$ cat src/rtl/cva6_ldbuf_pkg.sv
// Shared types and constants for the CVA6 load buffer.
// Entry field widths follow the default build (TRANS_ID_W = 2, XLEN = 32).
// Change them here if the top is built with wider parameters.
package cva6_ldbuf_pkg;

    localparam int unsigned LDBUF_TRANS_ID_W = 2;
    localparam int unsigned LDBUF_XLEN       = 32;
    localparam int unsigned LDBUF_OFFSET_W   = $clog2(LDBUF_XLEN / 8);

    // Size encodings seen on the alloc port
    localparam logic [1:0] LDBUF_SIZE_BYTE  = 2'd0;
    localparam logic [1:0] LDBUF_SIZE_HALF  = 2'd1;
    localparam logic [1:0] LDBUF_SIZE_WORD  = 2'd2;
    localparam logic [1:0] LDBUF_SIZE_DWORD = 2'd3;

    typedef enum logic [1:0] {
        FREE   = 2'd0,
        PEND   = 2'd1,
        KILLED = 2'd2
    } ldbuf_state_e;

    typedef enum logic [1:0] {
        SIZE_BYTE  = LDBUF_SIZE_BYTE,
        SIZE_HALF  = LDBUF_SIZE_HALF,
        SIZE_WORD  = LDBUF_SIZE_WORD,
        SIZE_DWORD = LDBUF_SIZE_DWORD
    } ldbuf_size_e;

    typedef struct packed {
        logic [LDBUF_TRANS_ID_W-1:0] trans_id;
        logic [LDBUF_OFFSET_W-1:0]   offset;
        ldbuf_size_e                 size;
        logic                        sign;
    } ldbuf_entry_t;

endpackage

$ cat src/rtl/cva6_load_buffer_if.sv
// Alloc / response / writeback signal bundle for the load buffer.
// slave modport is the buffer itself; master is the load unit + cache side.
interface cva6_load_buffer_if #(
    parameter int unsigned NR_ENTRIES = 2,
    parameter int unsigned ID_W       = $clog2(NR_ENTRIES),
    parameter int unsigned TRANS_ID_W = 2,
    parameter int unsigned XLEN       = 32
);
    localparam int unsigned OFF_W = $clog2(XLEN / 8);

    logic                  alloc_valid_i;
    logic                  alloc_ready_o;
    logic [TRANS_ID_W-1:0] alloc_trans_id_i;
    logic [OFF_W-1:0]      alloc_offset_i;
    logic [1:0]            alloc_size_i;
    logic                  alloc_sign_i;
    logic [ID_W-1:0]       alloc_id_o;

    logic                  rsp_valid_i;
    logic [ID_W-1:0]       rsp_id_i;
    logic [XLEN-1:0]       rsp_data_i;

    logic                  wb_valid_o;
    logic [TRANS_ID_W-1:0] wb_trans_id_o;
    logic [XLEN-1:0]       wb_data_o;

    modport slave (
        input  alloc_valid_i, alloc_trans_id_i, alloc_offset_i, alloc_size_i, alloc_sign_i,
        output alloc_ready_o, alloc_id_o,
        input  rsp_valid_i, rsp_id_i, rsp_data_i,
        output wb_valid_o, wb_trans_id_o, wb_data_o
    );

    modport master (
        output alloc_valid_i, alloc_trans_id_i, alloc_offset_i, alloc_size_i, alloc_sign_i,
        input  alloc_ready_o, alloc_id_o,
        output rsp_valid_i, rsp_id_i, rsp_data_i,
        input  wb_valid_o, wb_trans_id_o, wb_data_o
    );

endinterface

$ cat src/rtl/cva6_ldbuf_extend.sv
// Load data alignment: shift the raw word down by the byte offset, keep the
// field selected by size and sign- or zero-extend it to XLEN. Purely
// combinational; bytes shifted past the top read as zero.
module cva6_ldbuf_extend
    import cva6_ldbuf_pkg::*;
#(
    parameter int unsigned XLEN  = 32,
    parameter int unsigned OFF_W = $clog2(XLEN / 8)
) (
    input  logic [XLEN-1:0]  data_i,
    input  logic [OFF_W-1:0] offset_i,
    input  ldbuf_size_e      size_i,
    input  logic             sign_i,
    output logic [XLEN-1:0]  data_o
);

    logic [XLEN-1:0] shifted;
    logic [XLEN-1:0] word_ext;

    assign shifted = data_i >> {offset_i, 3'b000};

    // A word only needs extending when the datapath is wider than 32 bits
    generate
        if (XLEN > 32) begin : g_word_ext
            assign word_ext = {{(XLEN-32){sign_i & shifted[31]}}, shifted[31:0]};
        end else begin : g_word_full
            assign word_ext = shifted;
        end
    endgenerate

    // Select kept field and extend it
    always_comb begin
        data_o = shifted;
        case (size_i)
            SIZE_BYTE:  data_o = {{(XLEN-8){sign_i & shifted[7]}}, shifted[7:0]};
            SIZE_HALF:  data_o = {{(XLEN-16){sign_i & shifted[15]}}, shifted[15:0]};
            SIZE_WORD:  data_o = word_ext;
            default:    data_o = shifted;
        endcase
    end

endmodule

$ cat src/rtl/cva6_load_buffer.sv
// Outstanding-load tracker between the load unit and scoreboard writeback.
// The buffer index granted at alloc doubles as the cache transaction ID.
// Optional macro CVA6_LDBUF_OUT_REG_EN registers the writeback outputs
// (one cycle latency); by default they are combinational from the response.
module cva6_load_buffer
    import cva6_ldbuf_pkg::*;
#(
    parameter int unsigned NR_ENTRIES = 2,
    parameter int unsigned ID_W       = $clog2(NR_ENTRIES),
    parameter int unsigned TRANS_ID_W = LDBUF_TRANS_ID_W,
    parameter int unsigned XLEN       = LDBUF_XLEN
) (
    input  logic                clk_i,
    input  logic                rst_ni,
    input  logic                flush_i,
    output logic                empty_o,
    output logic                err_o,
    cva6_load_buffer_if.slave   bus
);

    localparam int unsigned OFF_W = $clog2(XLEN / 8);

    ldbuf_state_e    state_q [NR_ENTRIES];
    ldbuf_state_e    state_d [NR_ENTRIES];
    ldbuf_entry_t    entry_q [NR_ENTRIES];
    ldbuf_entry_t    entry_d [NR_ENTRIES];
    logic            err_q, err_d;

    logic            free_found;
    logic [ID_W-1:0] free_idx;
    logic            alloc_ready;
    logic            alloc_fire;
    logic            all_free;
    ldbuf_state_e    rsp_state;
    ldbuf_entry_t    rsp_entry;
    logic            wb_fire;
    logic [XLEN-1:0] ext_data;

    // Lowest-index free entry, from registered state only
    always_comb begin
        free_found = 1'b0;
        free_idx   = '0;
        for (int i = int'(NR_ENTRIES) - 1; i >= 0; i--) begin
            if (state_q[i] == FREE) begin
                free_found = 1'b1;
                free_idx   = ID_W'(i);
            end
        end
    end

    // Empty when every entry is free (killed entries still count as busy)
    always_comb begin
        all_free = 1'b1;
        for (int i = 0; i < int'(NR_ENTRIES); i++) begin
            if (state_q[i] != FREE) all_free = 1'b0;
        end
    end

    assign alloc_ready       = free_found && !flush_i;
    assign alloc_fire        = bus.alloc_valid_i && alloc_ready;
    assign bus.alloc_ready_o = alloc_ready;
    assign bus.alloc_id_o    = free_idx;
    assign empty_o           = all_free;
    assign err_o             = err_q;

    assign rsp_state = state_q[bus.rsp_id_i];
    assign rsp_entry = entry_q[bus.rsp_id_i];
    // A flush in the response cycle kills the writeback as well
    assign wb_fire   = bus.rsp_valid_i && (rsp_state == PEND) && !flush_i;

    cva6_ldbuf_extend #(
        .XLEN  (XLEN),
        .OFF_W (OFF_W)
    ) u_extend (
        .data_i   (bus.rsp_data_i),
        .offset_i (OFF_W'(rsp_entry.offset)),
        .size_i   (rsp_entry.size),
        .sign_i   (rsp_entry.sign),
        .data_o   (ext_data)
    );

    // Entry next state: alloc, then flush, then response (response wins on its entry)
    always_comb begin
        state_d = state_q;
        entry_d = entry_q;
        err_d   = err_q;

        if (alloc_fire) begin
            state_d[free_idx]          = PEND;
            entry_d[free_idx].trans_id = LDBUF_TRANS_ID_W'(bus.alloc_trans_id_i);
            entry_d[free_idx].offset   = LDBUF_OFFSET_W'(bus.alloc_offset_i);
            entry_d[free_idx].size     = ldbuf_size_e'(bus.alloc_size_i);
            entry_d[free_idx].sign     = bus.alloc_sign_i;
        end

        if (flush_i) begin
            for (int i = 0; i < int'(NR_ENTRIES); i++) begin
                if (state_q[i] == PEND) state_d[i] = KILLED;
            end
        end

        if (bus.rsp_valid_i) begin
            case (rsp_state)
                PEND, KILLED: state_d[bus.rsp_id_i] = FREE;
                default:      err_d = 1'b1;
            endcase
        end
    end

    // Entry state and metadata registers
    always_ff @(posedge clk_i or negedge rst_ni) begin
        if (!rst_ni) begin
            for (int i = 0; i < int'(NR_ENTRIES); i++) begin
                state_q[i] <= FREE;
                entry_q[i] <= '0;
            end
            err_q <= 1'b0;
        end else begin
            for (int i = 0; i < int'(NR_ENTRIES); i++) begin
                state_q[i] <= state_d[i];
                entry_q[i] <= entry_d[i];
            end
            err_q <= err_d;
        end
    end

`ifdef CVA6_LDBUF_OUT_REG_EN
    logic                  wb_valid_q, wb_valid_d;
    logic [TRANS_ID_W-1:0] wb_trans_id_q, wb_trans_id_d;
    logic [XLEN-1:0]       wb_data_q, wb_data_d;

    // Writeback register inputs; suppressed writebacks load zeros
    always_comb begin
        wb_valid_d    = wb_fire;
        wb_trans_id_d = wb_fire ? TRANS_ID_W'(rsp_entry.trans_id) : '0;
        wb_data_d     = wb_fire ? ext_data : '0;
    end

    // Writeback output registers
    always_ff @(posedge clk_i or negedge rst_ni) begin
        if (!rst_ni) begin
            wb_valid_q    <= 1'b0;
            wb_trans_id_q <= '0;
            wb_data_q     <= '0;
        end else begin
            wb_valid_q    <= wb_valid_d;
            wb_trans_id_q <= wb_trans_id_d;
            wb_data_q     <= wb_data_d;
        end
    end

    assign bus.wb_valid_o    = wb_valid_q;
    assign bus.wb_trans_id_o = wb_trans_id_q;
    assign bus.wb_data_o     = wb_data_q;
`else
    assign bus.wb_valid_o    = wb_fire;
    assign bus.wb_trans_id_o = wb_fire ? TRANS_ID_W'(rsp_entry.trans_id) : '0;
    assign bus.wb_data_o     = wb_fire ? ext_data : '0;
`endif

endmodule

$ cat src/flat_wrapper.sv
// flat-port wrapper written by rule: the top's interface ports become plain ports
module cva6_load_buffer_flat import cva6_ldbuf_pkg::*;
#(
    parameter int unsigned NR_ENTRIES = 2,
    parameter int unsigned ID_W       = $clog2(NR_ENTRIES),
    parameter int unsigned TRANS_ID_W = LDBUF_TRANS_ID_W,
    parameter int unsigned XLEN       = LDBUF_XLEN
)
  (clk_i, rst_ni, flush_i, empty_o, err_o, bus_alloc_valid_i, bus_alloc_trans_id_i, bus_alloc_offset_i, bus_alloc_size_i, bus_alloc_sign_i, bus_alloc_ready_o, bus_alloc_id_o, bus_rsp_valid_i, bus_rsp_id_i, bus_rsp_data_i, bus_wb_valid_o, bus_wb_trans_id_o, bus_wb_data_o);
  cva6_load_buffer_if #(.NR_ENTRIES(NR_ENTRIES), .ID_W(ID_W), .TRANS_ID_W(TRANS_ID_W), .XLEN(XLEN)) bus_i ();
  input  logic clk_i;
  input  logic rst_ni;
  input  logic flush_i;
  output logic empty_o;
  output logic err_o;
  input wire logic [$bits(bus_i.alloc_valid_i)-1:0] bus_alloc_valid_i;
  input wire logic [$bits(bus_i.alloc_trans_id_i)-1:0] bus_alloc_trans_id_i;
  input wire logic [$bits(bus_i.alloc_offset_i)-1:0] bus_alloc_offset_i;
  input wire logic [$bits(bus_i.alloc_size_i)-1:0] bus_alloc_size_i;
  input wire logic [$bits(bus_i.alloc_sign_i)-1:0] bus_alloc_sign_i;
  output wire logic [$bits(bus_i.alloc_ready_o)-1:0] bus_alloc_ready_o;
  output wire logic [$bits(bus_i.alloc_id_o)-1:0] bus_alloc_id_o;
  input wire logic [$bits(bus_i.rsp_valid_i)-1:0] bus_rsp_valid_i;
  input wire logic [$bits(bus_i.rsp_id_i)-1:0] bus_rsp_id_i;
  input wire logic [$bits(bus_i.rsp_data_i)-1:0] bus_rsp_data_i;
  output wire logic [$bits(bus_i.wb_valid_o)-1:0] bus_wb_valid_o;
  output wire logic [$bits(bus_i.wb_trans_id_o)-1:0] bus_wb_trans_id_o;
  output wire logic [$bits(bus_i.wb_data_o)-1:0] bus_wb_data_o;
  assign bus_i.alloc_valid_i = bus_alloc_valid_i;
  assign bus_i.alloc_trans_id_i = bus_alloc_trans_id_i;
  assign bus_i.alloc_offset_i = bus_alloc_offset_i;
  assign bus_i.alloc_size_i = bus_alloc_size_i;
  assign bus_i.alloc_sign_i = bus_alloc_sign_i;
  assign bus_alloc_ready_o = bus_i.alloc_ready_o;
  assign bus_alloc_id_o = bus_i.alloc_id_o;
  assign bus_i.rsp_valid_i = bus_rsp_valid_i;
  assign bus_i.rsp_id_i = bus_rsp_id_i;
  assign bus_i.rsp_data_i = bus_rsp_data_i;
  assign bus_wb_valid_o = bus_i.wb_valid_o;
  assign bus_wb_trans_id_o = bus_i.wb_trans_id_o;
  assign bus_wb_data_o = bus_i.wb_data_o;
  cva6_load_buffer #(.NR_ENTRIES(NR_ENTRIES), .ID_W(ID_W), .TRANS_ID_W(TRANS_ID_W), .XLEN(XLEN)) u_core (.clk_i(clk_i), .rst_ni(rst_ni), .flush_i(flush_i), .empty_o(empty_o), .err_o(err_o), .bus(bus_i));
endmodule
$ cat config.mk
export PLATFORM = sky130hd
export DESIGN_NAME = cva6_load_buffer_flat
export DESIGN_NICKNAME = d
export VERILOG_FILES = /design/src/rtl/cva6_ldbuf_pkg.sv /design/src/rtl/cva6_load_buffer_if.sv /design/src/rtl/cva6_ldbuf_extend.sv /design/src/rtl/cva6_load_buffer.sv /design/src/flat_wrapper.sv
export SDC_FILE = /design/constraint.sdc
export NUM_CORES = 1
export LEC_CHECK = 0
export CAP_MARGIN = 20
export CORE_MARGIN = 1
export CORE_UTILIZATION = 44
export CTS_CLUSTER_SIZE = 24
export DETAILED_ROUTE_END_ITERATION = 8
export PLACE_DENSITY_LB_ADDON = 0.08
export SYNTH_ARGS = -nofsm -noshare
export SYNTH_HDL_FRONTEND = slang
export SYNTH_SLANG_ARGS = --single-unit
export TNS_END_PERCENT = 20
$ cat constraint.sdc
create_clock -name clk_i -period 6.7 [get_ports clk_i]
set_input_delay 1.34 -clock clk_i [delete_from_list [all_inputs] [get_ports clk_i]]
set_output_delay 1.34 -clock clk_i [all_outputs]
set_load 0.01 [all_outputs]
# Yosys cells after proc, flatten, opt, wreduce, memory -nomap -nowiden

Cells that the tools add are included.

Output and inout port bits: 39
Bits in registers: 19
Logic and storage cells: 81
Bits of input ports: 45

Shift operators: 1
Multiplexer cells: 36
Bitwise gates (word level): 10
Reduce and logical (&&, ||, !) cells: 14
Equal/unequal tests: 5
$lt $le $gt $ge: 4

Operator list:

| cell                                                | count |
|---|---|
| case mux 32 bit (2 select lines)                    | 1 |
| bitwise mux 14 bit                                  | 4 |
| 2-to-1 mux 32 bit                                   | 1 |
| right shift 32 x 5 -> 32 bit                        | 1 |
| demux 7 bit (select 1 bit)                          | 4 |
| 2-to-1 mux 7 bit                                    | 4 |
| 2-to-1 mux 2 bit                                    | 8 |
| 2-to-1 mux 4 bit                                    | 4 |
| equality test 2 x 1 -> 1 bit, second input constant | 4 |
| logical AND 1 bit                                   | 6 |
| zero test 2 bit                                     | 3 |
| 2-to-1 mux 1 bit                                    | 6 |
| 2-to-1 mux 5 bit                                    | 1 |
| bitwise AND 4 bit                                   | 1 |
| demux 2 bit (select 1 bit)                          | 2 |
| >= comparator 2 bit, second input constant          | 2 |
| < comparator 2 x 1 -> 1 bit, second input constant  | 2 |
| NOT 1 -> 2 bit                                      | 2 |
| NOT 4 bit                                           | 1 |
| nonzero test 2 bit                                  | 2 |
| 2-to-1 mux 3 bit                                    | 1 |
| bitwise AND 1 bit                                   | 2 |
| bitwise AND 2 bit                                   | 1 |
| equality test 2 bit, second input constant          | 1 |
| 6 further kinds                                     | 6 |

# Longest topological paths before layout

Gate-level depths: netlist of run 1.

Depth after elaboration: 16
Mapped depth: 10
Depth with buffers taken out: 7

# Cells and area by module

Synthesis of run 1 repeated with hierarchy kept, for this count alone.

Cells, all modules: 212
Area, all modules: 1959.4 sq um

Modules (own cells, without submodules):

| module            | cells each | instances | area each (sq um) |
|---|---|---|---|
| cva6_load_buffer  | 106        | 1         | 1151.1 |
| cva6_ldbuf_extend | 106        | 1         | 808.3 |

# Worst setup path after synthesis of run 1

No wires, ideal clock.

Kind: in2out
From: in bus_rsp_id_i
To: out bus_wb_data_o[21]
Data arrival time: 3.075 ns
Path buffers: 3
Cell stages on the path: 10
Slack: 2.285 ns
Path through: buf_6 buf_4 mux2_2 ha_1 nand3b_1 a211o_1 a211o_1 o31ai_4 buf_6 a21o_1

Word-level cells in the longest chain between the ends: 8
Elaborated cells on any way between the ends: 17
Classes of those cells: 2 x eq/ne; 1 x shift; 8 x mux; 3 x bitwise; 3 x reduce/logical

RTL lines:

| what                                                                                     | line                                            | RTL |
|---|---|---|
| start, declared                                                                          | flat_wrapper.sv:24                              | `input wire logic [$bits(bus_i.rsp_id_i)-1:0] bus_rsp_id_i;` |
| NOT 1 -> 2 bit (not written as such) (*)                                                 | cva6_load_buffer.sv:66, cva6_load_buffer.sv:67  |  |
| 2-to-1 mux 7 bit (not written as such) or 2-to-1 mux 2 bit (tied branches) (3 in series) | cva6_load_buffer.sv:67, cva6_load_buffer.sv:66  |  |
| right shift 32 x 5 -> 32 bit or equality test 2 x 1 -> 1 bit (tied branches)             | cva6_ldbuf_extend.sv:20, cva6_load_buffer.sv:69 |  |
| bitwise AND 1 bit, or another cell as far along                                          | cva6_ldbuf_extend.sv:36                         | `SIZE_HALF: data_o = {{(XLEN-16){sign_i & shifted[15]}}, shifted[15:0]};` |
| case mux 32 bit (2 select lines) or logical AND 1 bit (tied branches)                    | cva6_ldbuf_extend.sv:34, cva6_load_buffer.sv:69 |  |
| 2-to-1 mux 32 bit (*)                                                                    | cva6_load_buffer.sv:158                         | `assign bus.wb_data_o = wb_fire ? ext_data : '0;` |
| end, declared                                                                            | flat_wrapper.sv:28                              | `output wire logic [$bits(bus_i.wb_data_o)-1:0] bus_wb_data_o;` |

Mark *: on every way between the ends. The rest lies on a longest branch, timed or not. The select of a mux whose other input is x is not followed.

# Worst setup path in the final report of run 1

From: in bus_rsp_id_i
To: out bus_wb_data_o[22]

Same word-level chain as after synthesis.

==> results.cfg, run 1 <==
[outcome]
status = complete, no violations

[critical_path]
reg2reg_depth = 4
startpoint_type = input pin
worstSetupPathType = input pin to output pin
critPathMaxFanout = 22
worst_ep_arrival_time_ns = 4.47
rrSetupSlack_ns = 5.14
crit_path_end_kind = output pin
reg2reg_to = u_core.entry_q[4]
critPathRequiredTime_ns = 5.36
regToRegStartpoint = u_core.state_q[3]

[placement]
gp_congestion = 0.774
dp.cells = 297
hpwl_um = 3480
place_area_sq_um = 2540
port_buffers = 83

[synth]
synthFlopType = dfrtp_1
synth_async_sr_flop_share = 1.00
synthesis.area_per_instance_sq_um = 9.72
synth_edf_count = 0
synth_compound_area_frac = 0.238
synth.area.mux_share = 0.307
yosys.area_share.adder = 0.00740
yosys.area_share.simple = 0.110
yosys_warnings = 0
ys_seq_elements = 19
synth_top_family_by_area = multiplexers
synth_cells = 174
ys_seq_area_frac = 0.281
ys_types = 34
synth_nets = 220
synth_xor_area_frac = 0
syn_area_sq_um = 1690

[drt]
dr_total_vias = 1697
drt_first_pass_iters = 4
drc = 0
wire_per_inst_um = 15.2
drtAntennaViolNets = 0
wirelength_um = 4590
drtIter0Drc = 74
vias_per_cell = 5.64

[finish]
diodes = 0
final_cells = 301
final_cell_mix = clkdlybuf4s50_1, mux2_2, mux2i_1
fin_area_sq_um = 2580
drive_gt1_frac = 0.162
syn_to_final_growth_pct = 52.7
num-nets-final = 300
layout_commonest_cell = clkdlybuf4s50_1
fillers = 295

[die]
io_pins = 84
num_rows = 22
die_w_um = 64.0
coreArea_sq_um = 3660
fp.dieH_um = 64.0
initial_utilization = 0.462
die-area_sq_um = 4100

[min_path]
hold_end = u_core.err_o
min-delay-start = u_core.err_o
hold_depth = 1
hp-class = register to register

[clock_tree]
cts_resized = 0
post_cts_buffers = 0
clockBufferDepth = 2
clk_pin_slew_ns = 0.07
cts_sinks = 19
hold_buffers = 0
cts_buffers = 3
clk_latency_ns = 0.25
htree_levels = 1
cts_tree = built
cts_root_buffer = clkbuf_8

[timing]
period_minus_slack_ns = 5.81
hold_viol_final = 0
relSlewSlack = 0.454
fmax_mhz = 172
fin_crit_sh = 0.867
clock-skew-final_ns = 0.00218
setup_viol = 0
rsz0062_at_grt = false
setup-tns-final_ns = 0
slew_viol_final = 0
worst_pin_slew_ns = 0.817

[power]
power.total_mw = 0.753
power_leakage_nw = 1.18
power_density_nw_per_um2 = 292
peakVddDrop_mv = 0.211

[global_route]
grt_pass1_wl_um = 7490
overflow = 0
antenna_found_initial = 0
grt_use_total = 0.231
grt_pass1_vias = 1586
grt_max_degree = 23

[flow_run]
max_cap_violations = 0
## kinds of logic after synthesis
family          count (synthesis)
compound gates                 54
flops                          19
mux                            46
fa+ha+maj                       1
buf+inv                        17
simple gates                   37
## worst max-delay path, cell delays in order
cell and delay [ns]:
clkdlybuf4s50_1 0.85, mux2i_4 0.31, buf_4 0.32, mux2_4 0.23, a2bb2oi_2 0.08, o31ai_4 0.64
a21o_1 0.16, clkdlybuf4s50_1 0.54
## where the power goes
part	internal [mW]	switching, mW
Clock	0.0413	0.0361
Sequential	0.169	0.0532
Combinational	0.246	0.208
## area by class of cell
| type | instances | area, sq um | area share |
|---|---|---|---|
| multi-input cells | 138 | 1120 | 0.434 |
| repair buffers | 87 | 861 | 0.333 |
| clock inverters | 1 | 5.00 | 0.00194 |
| well taps | 48 | 60.1 | 0.0233 |
| inverters | 5 | 18.8 | 0.00727 |
| flip-flops and latches | 19 | 475 | 0.184 |
| clock buffers | 3 | 41.3 | 0.0160 |
## flip-flops by register name, summed over array words and instances (netlist names)
name / cells
u_core.entry_q: 14
u_core.state_q: 4
u_core.err_o: 1
## how the worst max path moves through the flow
| stage | start | endpoint |
|---|---|---|
| after floorplan | bus_rsp_id_i | bus_wb_data_o[21] |
| after global placement | bus_rsp_id_i | bus_wb_data_o[21] |
| after detailed placement | bus_rsp_id_i | bus_wb_data_o[22] |
| after CTS | bus_rsp_id_i | bus_wb_data_o[22] |
| after global routing | bus_rsp_id_i | bus_wb_data_o[22] |
| final | bus_rsp_id_i | bus_wb_data_o[22] |
## per-layer routing
layer	vias to the layer above	routed length (um)	GRT usage
li1	814	-	-
met1	805	2010	0.291
met2	72	2190	0.403
met3	6	312	0.0268
met4	0	67	0.0881
met5	-	0	0
## Yosys cell counts (3+ instances only)
library cell	instances	area, sq um
a211oi_1	8	60.1
a21o_1	17	128
a21oi_1	14	70.1
a2bb2oi_1	7	61.3
buf_2	3	15.0
buf_4	3	22.5
clkbuf_1	3	11.3
dfrtp_1	19	475
inv_1	5	18.8
mux2_2	23	259
mux2i_1	20	200
nand2_1	3	11.3
nor2_1	18	67.6
or2_2	4	25.0
## per-stage QoR
| stage | hold slack (ns) | utilization | worst slack (ns) |
|---|---|---|---|
| 6_report | 0.458 | 0.705 | 0.888 |
| 3_3_place_gp | 0.446 | 0.693 | 0.955 |
| 3_5_place_dp | 0.450 | 0.693 | 0.890 |
| 4_1_cts | 0.465 | 0.705 | 0.864 |
| 5_1_grt | 0.475 | 0.705 | 0.732 |
| 2_1_floorplan | 0.479 | - | 2.28 |
Note: power is estimated with default switching activity, not from simulation.
==> run 2, diff against run 1 <==
CORE_ASPECT_RATIO = 0.7   (was unset)
==> results.cfg, run 2 (synthesis results as in run 1) <==
[placement]
port_buffers = 83
place_area_sq_um = 2540
hpwl_um = 3590
gp_congestion = 0.812

[global_route]
grt_pass1_wl_um = 7540
grt_use_total = 0.232
grt_max_degree = 22
overflow = 0
antenna_found_initial = 0
grt_pass1_vias = 1579

[clock_tree]
clockBufferDepth = 2
post_cts_buffers = 0
clk_latency_ns = 0.25
cts_resized = 0
cts_root_buffer = clkbuf_8
cts_buffers = 3
hold_buffers = 0
clk_pin_slew_ns = 0.07
htree_levels = 1
cts_tree = built
cts_sinks = 19

[timing]
clock-skew-final_ns = 0.00112
setup_viol = 0
period_minus_slack_ns = 5.68
setup-tns-final_ns = 0
rsz0062_at_grt = false
slew_viol_final = 0
fmax_mhz = 176
hold_viol_final = 0
fin_crit_sh = 0.848
relSlewSlack = 0.457
worst_pin_slew_ns = 0.812

[finish]
diodes = 0
largest_reg_flops = 14
fillers = 301
syn_to_final_growth_pct = 52.7
layout_commonest_cell = clkdlybuf4s50_1
fin_area_sq_um = 2580
seq_area_sq_um = 475
num-nets-final = 300
drive_gt1_frac = 0.158
multi_input_area_sq_um = 1120
final_cell_mix = clkdlybuf4s50_1, mux2_2, mux2i_1
top_register = u_core.entry_q

[power]
swShare = 0.400
net-switching-power_mw = 0.305
peakVddDrop_mv = 0.170
power_leakage_nw = 1.18
internal_power_mw = 0.458
clkPwrFrac = 0.101
comb_power_share = 0.608
power_density_nw_per_um2 = 295
p_seq_frac = 0.291

[drt]
wirelength_um = 4620
vias_per_cell = 5.49
drtAntennaViolNets = 0
wire_per_inst_um = 15.2
dr_total_vias = 1662
drt_first_pass_iters = 4
drc = 0
drtIter0Drc = 66

[die]
num_rows = 18
die_w_um = 76.1
coreArea_sq_um = 3600
initial_utilization = 0.469
io_pins = 84
die-area_sq_um = 4100
fp.dieH_um = 53.9

[critical_path]
worstSetupPathType = input pin to output pin
worst_ep_arrival_time_ns = 4.34
startpoint_type = input pin
critPathRequiredTime_ns = 5.36
crit_slowest_cell = clkdlybuf4s50_1
critPathMaxFanout = 21
critPathMaxStageDelay_ns = 0.79
worstPathCellList = clkdlybuf4s50_1, mux2i_1, ha_1, nand3b_1, buf_4, a211o_1, a211o_1, o31ai_4, a21o_1, clkdlybuf4s50_1
reg2reg_depth = 4
crit_path_end_kind = output pin

[min_path]
hold_depth = 1
hp-class = register to register

[flow_run]
max_cap_violations = 0

[outcome]
status = complete, no violations
-- run 2: metal layers --
metal / share of wire / GRT usage / wire (um) / vias up
met5: 0 / 0 / 0 / -
met4: 0.0026 / 0.0385 / 12 / 0
met3: 0.061 / 0.0661 / 283 / 2
met2: 0.43 / 0.361 / 1970 / 51
met1: 0.51 / 0.328 / 2360 / 801
li1: - / - / - / 808
-- run 2: worst paths after layout --
kind                                    from            endpoint  slack (ns)
setup / recovery                bus_rsp_id_i   bus_wb_data_o[23]        1.02
hold / removal                  u_core.err_o        u_core.err_o        0.46
setup reg to reg           u_core.state_q[3]   u_core.entry_q[4]        5.09
hold reg to reg                 u_core.err_o        u_core.err_o        0.46
max in group asynchronous             rst_ni  u_core.entry_q[11]        4.64
min in group asynchronous             rst_ni  u_core.entry_q[12]        1.56
-- run 2: critical path, delay by kind of cell --
kind                     cells  cell delay, ns
AO/OA/AOI/OAI                4            0.90
adder cells (fa/ha/maj)      1            0.17
buffers and inverters        3            1.55
multiplexers                 1            0.26
AND/OR/NAND/NOR              1            0.10
-- run 2: area by class of cell --
class	count	share of cell area
Sequential cell	19	0.184
Inverter	5	0.00726
Tap cell	50	0.0242
Clock buffer	4	0.0174
Multi-Input combinational cell	138	0.434
Timing Repair Buffer	87	0.333
-- run 2: stage by stage --
stage / total power, mW / util / hold WS [ns] / worst slack, ns / instances
floorplan: 0.548 / - / 0.479 / 2.28 / 174
global placement: 0.680 / 0.705 / 0.443 / 1.10 / 299
detailed placement: 0.682 / 0.705 / 0.451 / 1.03 / 299
CTS: 0.762 / 0.717 / 0.466 / 1.03 / 303
global route: 0.822 / 0.717 / 0.503 / 0.887 / 303
finish: 0.763 / 0.717 / 0.459 / 1.02 / 303
-- run 2: power by group through the flow --
stage                     logic [mW]  registers, mW  clock network (mW)
after floorplan                0.339          0.209                   0
after global placement         0.458          0.222                   0
after detailed placement       0.460          0.223                   0
after CTS                      0.462          0.221              0.0796
after global routing           0.504          0.231              0.0872
final                          0.464          0.222              0.0771
==> run 3, diff against run 2 <==
CORE_UTILIZATION = 37   (was 44)
clock period = 4.55 ns   (was 6.7 ns; I/O delays follow)
==> results.cfg, run 3 (synthesis results as in run 1) <==
[outcome]
status = complete, no violations

[critical_path]
reg2reg_to = u_core.entry_q[1]
crit_path_end_kind = output pin
critPathRequiredTime_ns = 3.64
regToRegStartpoint = u_core.state_q[2]
worst_ep_arrival_time_ns = 3.47
startpoint_type = input pin
rrSetupSlack_ns = 2.90
critPathMaxFanout = 8
critPathMaxStageDelay_ns = 0.57
reg2reg_depth = 4
worstPathCellList = clkdlybuf4s50_1, buf_4, mux2i_4, buf_4, nor2_1, a2bb2oi_2, or2_2, a21oi_1, clkdlybuf4s50_1
worstSetupPathType = input pin to output pin
crit_slowest_cell = clkdlybuf4s50_1

[clock_tree]
cts_sinks = 19
post_cts_buffers = 0
hold_buffers = 0
clockBufferDepth = 2
cts_tree = built
htree_levels = 1
cts_buffers = 3
cts_resized = 0
cts_root_buffer = clkbuf_8
clk_pin_slew_ns = 0.07
clk_latency_ns = 0.25

[finish]
multi_input_area_sq_um = 1120
diodes = 0
syn_to_final_growth_pct = 57.0
final_util = 0.610
fillers = 398
largest_reg_flops = 14
layout_commonest_cell = clkdlybuf4s50_1
drive_gt1_frac = 0.181
top_register = u_core.entry_q
final_cell_mix = clkdlybuf4s50_1, mux2_2, mux2i_1
num-nets-final = 307
seq_area_sq_um = 475

[timing]
setup_viol = 0
rsz0062_at_grt = false
period_minus_slack_ns = 4.38
hold_viol_final = 0
setup-tns-final_ns = 0
hold_slack_ns = 0.469
relSlewSlack = 0.425
clock-skew-final_ns = 0.00174
finalWorstSetupSlack_ns = 0.173
fin_crit_sh = 0.962
slew_viol_final = 0
fmax_mhz = 228
worst_pin_slew_ns = 0.859

[power]
power_leakage_nw = 1.21
comb_power_share = 0.615
peakVddDrop_mv = 0.270
swShare = 0.393
net-switching-power_mw = 0.452
power_density_nw_per_um2 = 433
internal_power_mw = 0.698
p_seq_frac = 0.283
clkPwrFrac = 0.102

[placement]
hpwl_um = 3740
gp_congestion = 0.750
pre_cts_slack_ns = 0.163
port_buffers = 83

[drt]
drtIter0Drc = 79
wire_per_inst_um = 15.3
drt_first_pass_iters = 6
wirelength_um = 4810
drtAntennaViolNets = 0
drc = 0
dr_total_vias = 1685
vias_per_cell = 5.35

[flow_run]
max_cap_violations = 0

[die]
initial_utilization = 0.389
io_pins = 84
coreArea_sq_um = 4350
die-area_sq_um = 4850
die_w_um = 82.8
fp.dieH_um = 58.6
num_rows = 20

[global_route]
grt_use_total = 0.199
grt_pass1_vias = 1637
grt_pass1_wl_um = 7760
overflow = 0
antenna_found_initial = 0
grt_max_degree = 22

[min_path]
min-delay-start = u_core.err_o
hp-class = register to register
hold_end = u_core.err_o
hold_depth = 1
==> run 3: cell types whose count changed in the layout (fill, tap and decap cells not counted) <==
cell / change
buf_4: +6
buf_12: +1
==> run 3: worst max-delay path, delay by kind of cell <==
kind                   cells  cell delay (ns)
AO/OA/AOI/OAI              2             0.35
buffers and inverters      4             1.48
AND/OR/NAND/NOR            2             0.43
multiplexers               1             0.29
==> run 3: metrics by stage <==
step	total power [mW]	instance area, sq um	cells
global route	1.24	2660	315
CTS	1.16	2660	315
floorplan	0.807	1690	174
finish	1.15	2660	315
detailed placement	1.04	2610	311
global placement	1.03	2610	311
==> run 3: power groups by stage <==
stage,clock (mW),combinational (mW),sequential [mW]
CTS,0.120,0.710,0.326
finish,0.118,0.707,0.325
global placement,0,0.700,0.328
detailed placement,0,0.706,0.329
floorplan,0,0.500,0.307
global route,0.132,0.768,0.340
==> run 3: layout make-up <==
class                      count  area share
clock buffer                   4      0.0170
inverter                       5     0.00707
multi-input combinational    138       0.422
sequential                    19       0.179
tap                           55      0.0259
timing repair buffer          94       0.349
==> run 3: worst max-delay path by stage <==
stage	startpoint	endpoint	slack [ns]	cells after the start
after detailed placement	bus_rsp_id_i	bus_wb_data_o[10]	0.16	9
after global routing	bus_rsp_id_i	bus_wb_data_o[11]	0.02	9
after floorplan	bus_rsp_id_i	bus_wb_data_o[21]	0.99	10
after CTS	bus_rsp_id_i	bus_wb_data_o[10]	0.14	9
final	bus_rsp_id_i	bus_wb_data_o[10]	0.17	9
after global placement	bus_rsp_id_i	bus_wb_data_o[10]	0.18	9
==> run 3: routing by layer <==
layer / GRT usage / up-vias / part of all wire
li1: - / 823 / -
met1: 0.297 / 789 / 0.51
met2: 0.295 / 69 / 0.41
met3: 0.0519 / 4 / 0.079
met4: 0.0296 / 0 / 0.0044
met5: 0 / - / 0
